File: config.mk
export PLATFORM = sky130hd
export DESIGN_NAME = xy_scan_arbiter
export DESIGN_NICKNAME = d
export VERILOG_FILES = /design/src/rtl/xy_scan_arbiter.sv
export SDC_FILE = /design/constraint.sdc
export NUM_CORES = 1
export LEC_CHECK = 0
export BUFFER_PORTS_ARGS = -buffer_cell sky130_fd_sc_hd__buf_2
export CORE_MARGIN = 4
export CORE_UTILIZATION = 49
export CTS_CLUSTER_DIAMETER = 200
export DETAILED_ROUTE_END_ITERATION = 10
export PLACE_DENSITY = 0.8
export SETUP_SLACK_MARGIN = 0.4
export SLEW_MARGIN = 20
export SYNTH_ARGS = -nofsm -noshare
export SYNTH_HDL_FRONTEND = slang
export SYNTH_SLANG_ARGS = --single-unit
File: constraint.sdc
create_clock -name clk -period 3.64 [get_ports clk]
set_clock_uncertainty 0.05 [all_clocks]
set_input_delay 0.364 -clock clk [delete_from_list [all_inputs] [get_ports clk]]
set_output_delay 0.364 -clock clk [all_outputs]
set_load 0.02 [all_outputs]
File: src/rtl/xy_scan_arbiter.sv
// Round-robin vector beam arbiter: grants one of four XY sources per slot and drives X/Y/Z.
// Optional blanked settle after each source switch is built when XY_SETTLE_BLANK_EN is defined.
module xy_scan_arbiter #(
  parameter int unsigned SETTLE_CYCLES = 2
) (
  input  logic        clk,
  input  logic        rst,
  input  logic [3:0]  req,
  input  logic [31:0] x_src,
  input  logic [31:0] y_src,
  input  logic [7:0]  dwell,
  output logic [7:0]  x,
  output logic [7:0]  y,
  output logic        beam_on,
  output logic [1:0]  cur_src,
  output logic [3:0]  ack
);

`ifdef XY_SETTLE_BLANK_EN
  typedef enum logic [1:0] {IDLE = 2'd0, SETTLE = 2'd1, DWELL = 2'd2} state_t;
  localparam logic [3:0] SETTLE_LAST = 4'(SETTLE_CYCLES - 1);
`else
  typedef enum logic [1:0] {IDLE = 2'd0, DWELL = 2'd2} state_t;
`endif

  state_t      state, state_nxt;
  logic [1:0]  last, last_nxt;
  logic [7:0]  dwell_len, dwell_len_nxt;
  logic [7:0]  dwell_cnt, dwell_cnt_nxt;
  logic [7:0]  x_nxt, y_nxt;
  logic [1:0]  cur_src_nxt;
  logic        beam_nxt;
  logic [3:0]  ack_nxt;
  logic [1:0]  base, winner, idx;
  logic        found, grant, dwell_last;
`ifdef XY_SETTLE_BLANK_EN
  logic [3:0]  settle_cnt, settle_cnt_nxt;
`endif

  // Back-to-back grants search from the source currently finishing, not the stale last.
  always_comb begin
    base   = (state == DWELL) ? cur_src : last;
    winner = base;
    found  = 1'b0;
    idx    = base;
    for (int i = 1; i <= 4; i++) begin
      idx = base + 2'(i);
      if (!found && req[idx]) begin
        winner = idx;
        found  = 1'b1;
      end
    end
  end

  assign dwell_last = (dwell_cnt == dwell_len - 8'd1);

  always_comb begin
    state_nxt     = state;
    last_nxt      = last;
    dwell_len_nxt = dwell_len;
    dwell_cnt_nxt = dwell_cnt;
    x_nxt         = x;
    y_nxt         = y;
    cur_src_nxt   = cur_src;
    beam_nxt      = beam_on;
    ack_nxt       = 4'b0000;
    grant         = 1'b0;
`ifdef XY_SETTLE_BLANK_EN
    settle_cnt_nxt = settle_cnt;
`endif
    case (state)
      IDLE: begin
        beam_nxt = 1'b0;
        if (found) grant = 1'b1;
      end
`ifdef XY_SETTLE_BLANK_EN
      SETTLE: begin
        if (settle_cnt == SETTLE_LAST) begin
          state_nxt     = DWELL;
          beam_nxt      = 1'b1;
          dwell_cnt_nxt = 8'd0;
        end else begin
          settle_cnt_nxt = settle_cnt + 4'd1;
        end
      end
`endif
      DWELL: begin
        if (dwell_last) begin
          last_nxt         = cur_src;
          ack_nxt[cur_src] = req[cur_src];
          if (found) begin
            grant = 1'b1;
          end else begin
            state_nxt = IDLE;
            beam_nxt  = 1'b0;
          end
        end else begin
          dwell_cnt_nxt = dwell_cnt + 8'd1;
        end
      end
      default: begin
        state_nxt = IDLE;
        beam_nxt  = 1'b0;
      end
    endcase

    // Coordinates and dwell length are latched only here and held for the whole slot.
    if (grant) begin
      x_nxt         = x_src[{winner, 3'b000} +: 8];
      y_nxt         = y_src[{winner, 3'b000} +: 8];
      cur_src_nxt   = winner;
      dwell_len_nxt = (dwell == 8'd0) ? 8'd1 : dwell;
      dwell_cnt_nxt = 8'd0;
`ifdef XY_SETTLE_BLANK_EN
      state_nxt      = SETTLE;
      beam_nxt       = 1'b0;
      settle_cnt_nxt = 4'd0;
`else
      state_nxt = DWELL;
      beam_nxt  = 1'b1;
`endif
    end
  end

  always_ff @(posedge clk or posedge rst) begin
    if (rst) begin
      state     <= IDLE;
      last      <= 2'd3;
      dwell_len <= 8'd1;
      dwell_cnt <= 8'd0;
      x         <= 8'h80;
      y         <= 8'h80;
      cur_src   <= 2'd0;
      beam_on   <= 1'b0;
      ack       <= 4'b0000;
    end else begin
      state     <= state_nxt;
      last      <= last_nxt;
      dwell_len <= dwell_len_nxt;
      dwell_cnt <= dwell_cnt_nxt;
      x         <= x_nxt;
      y         <= y_nxt;
      cur_src   <= cur_src_nxt;
      beam_on   <= beam_nxt;
      ack       <= ack_nxt;
    end
  end

`ifdef XY_SETTLE_BLANK_EN
  always_ff @(posedge clk or posedge rst) begin
    if (rst) settle_cnt <= 4'd0;
    else     settle_cnt <= settle_cnt_nxt;
  end
`endif

endmodule

==> flow_summary.yaml <==
die:
  pin_count: 101
  core-area_sq_um: 5170
  die_y_um: 81.6
  die_area_sq_um: 6670
  die_w_um: 81.6
  initial_utilization_pct: 51.4
  rows: 26
detailed_routing:
  firstDrtPassIters: 5
  drc: 0
  ant_nets: 0
  detail_route.vias_per_cell: 5.21
  wirelength_um: 5590
  num_vias: 2095
  wl_per_cell_um: 13.9
  drt-initial-drc-count: 110
power:
  power_density_nw_per_um2: 767
  peakVddDrop_mv: 0.318
  p_leak_nw: 1.74
clock_network:
  clock-sinks: 42
  clk_path_buf_depth: 2
  h-tree-depth: 2
  root_buffer: "clkbuf_8"
  cts_resized: 0
  clk_pin_slew_ns: 0.07
  cts_tree: "yes"
  postCtsSetupBuffers: 0
  insertion_delay_ns: 0.29
  cts_buffers: 5
  holdBufCountCts: 0
job:
  drv_cap: 0
finish:
  most-common-layout-cells: "100 x buf_2, 51 x mux2i_1, 37 x dfrtp_1"
  drive_gt1_share_pct: 42.8
  synthToLayoutAreaGrowth_pct: 24.8
  num_antenna_cells: 0
  nets: 411
  mostFrequentLayoutCell: "buf_2"
  finish.utilization_pct: 64.1
hold_path:
  holdCritPathClass: "in -> async"
sta:
  rsz0062_at_grt: "no"
  finalSetupTns_ns: 0
  setup_viol: 0
  relSlewSlack_pct: 52.6
  finalCritPeriodShare_pct: 82.1
  period_minus_slack_ns: 2.99
  final.setup.worst_slack_ns: 0.651
  slew_violations: 0
  hold_viol_final: 0
  worst_slew_pin_slew_ns: 0.709
  fmax_mhz: 335
worst_setup_path:
  critPathKind: "reg -> reg"
  r2r_start: "dwell_len[0]"
  reg2reg_setup_slack_ns: 0.65
  r2r_end: "y[3]"
  cp.required_ns: 3.76
  cp-end-kind: "flop"
  start_kind: "flop"
  r2r_cells: 9
  crit_arrival_ns: 3.11
  critical_path.max_fanout: 14
logic_synthesis:
  netlist_instances: 229
  synthFlopType: "dfrtp_1"
  synth-async-reset-ratio_pct: 100
  avgSynthCellArea_sq_um: 11.6
  ys_seq_elements: 42
  synthesis.area_sq_um: 2660
  syn_nets: 309
  yosysUniqueCellTypes: 45
  synth_edf_count: 0
  ys_seq_area_share_pct: 39.8
  yosys_warnings: 0
global_route:
  grt_max_degree: 34
  grt_pass1_vias: 2107
  gr-usage-all-layers_pct: 18.0
  grt_pass1_wl_um: 9410
  grt_overflow_total: 0
  antenna_found_initial: 0
place:
  place_hpwl_um: 4480
  gp_congestion: 0.799
  dp_worst_setup_slack_ns: 0.616
  io_buffers: 100
status:
  status: "finished, final reports clean"
## area by class of cell
cell class,instances,area (sq um)
Clock buffer,7,76.3
Clock inverter,1,30.0
Fill cell,409,1860
Inverter,7,26.3
Multi-Input combinational cell,170,1500
Sequential cell,42,1060
Tap cell,70,87.6
Timing Repair Buffer,105,538
## stage by stage
stage	hold WS, ns	cell area [sq um]	power (W)	std cells
after floorplan	0.410	2660	0.00189	229
after global placement	0.418	3200	0.00217	394
after detailed placement	0.426	3200	0.00220	394
after CTS	0.122	3310	0.00256	402
after global routing	0.150	3320	0.00274	402
final	0.0973	3320	0.00255	402
## layer usage
layer	part of all wire, %	vias up	global-route usage, %
li1	-	1040	-
met1	43	963	23.0
met2	48	83	30.0
met3	8.5	9	5.59
met4	0.84	0	3.99
met5	0	-	0
## state kept, by name, summed over array words and instances, names as in the netlist
register	count
dwell_cnt	8
dwell_len	8
x	8
y	8
ack	4
cur_src	2
last	2
beam_on	1
state	1
## critical path, stage by stage (launching register included)
cell     delay (ns)
dfstp_2        0.59
inv_1          0.06
ha_1           0.25
nor2b_1        0.15
or3_1          0.34
a31oi_1        0.29
a31oi_2        0.29
or2_1          0.32
buf_4          0.21
mux2_1         0.32
## cells in the mapped netlist, types with 4 or more instances
library cell  count  share of area, %
inv_1             7              0.99
o21ai_0           9               1.7
xnor2_1           5               1.6
nor3_1            9               1.7
xor2_1            5               1.6
nand3_1           4              0.75
mux2_1            6               2.5
dfstp_2           5               4.9
mux2_4           17               9.6
mux2i_1          51                19
nand2_1           9               1.3
nor2_1            7              0.99
and3_1            5               1.2
a21oi_1           4              0.75
dfrtp_1          37                35
## logic make-up after synthesis
family                   Yosys count  share of synthesized area [%]
multiplexers                      77                           32.6
flip-flops                        42                           39.8
XOR/XNOR                          10                           3.30
AO/OA/AOI/OAI                     31                           9.23
AND/OR/NAND/NOR                   50                           10.2
buffers and inverters             17                           3.95
adder cells (fa/ha/maj)            2                          0.941
## report_power, final
group          internal [W]  total (W)  switching, W
Sequential         0.000688   0.000900      0.000212
Clock              0.000205   0.000353      0.000148
Combinational      0.000647    0.00129      0.000645
Total               0.00154    0.00255       0.00101
## worst max path at each step
| stage | from | endpoint | cells after the start |
|---|---|---|---|
| 4_1_cts | dwell_len[0] | y[3] | 9 |
| 2_1_floorplan | dwell_len[0] | x[0] | 10 |
| 6_report | dwell_len[0] | y[3] | 9 |
| 5_1_grt | dwell_len[0] | y[4] | 9 |
| 3_5_place_dp | dwell_len[0] | y[3] | 9 |
| 3_3_place_gp | dwell_len[0] | y[5] | 9 |
Note: power is estimated with default switching activity, not from simulation.
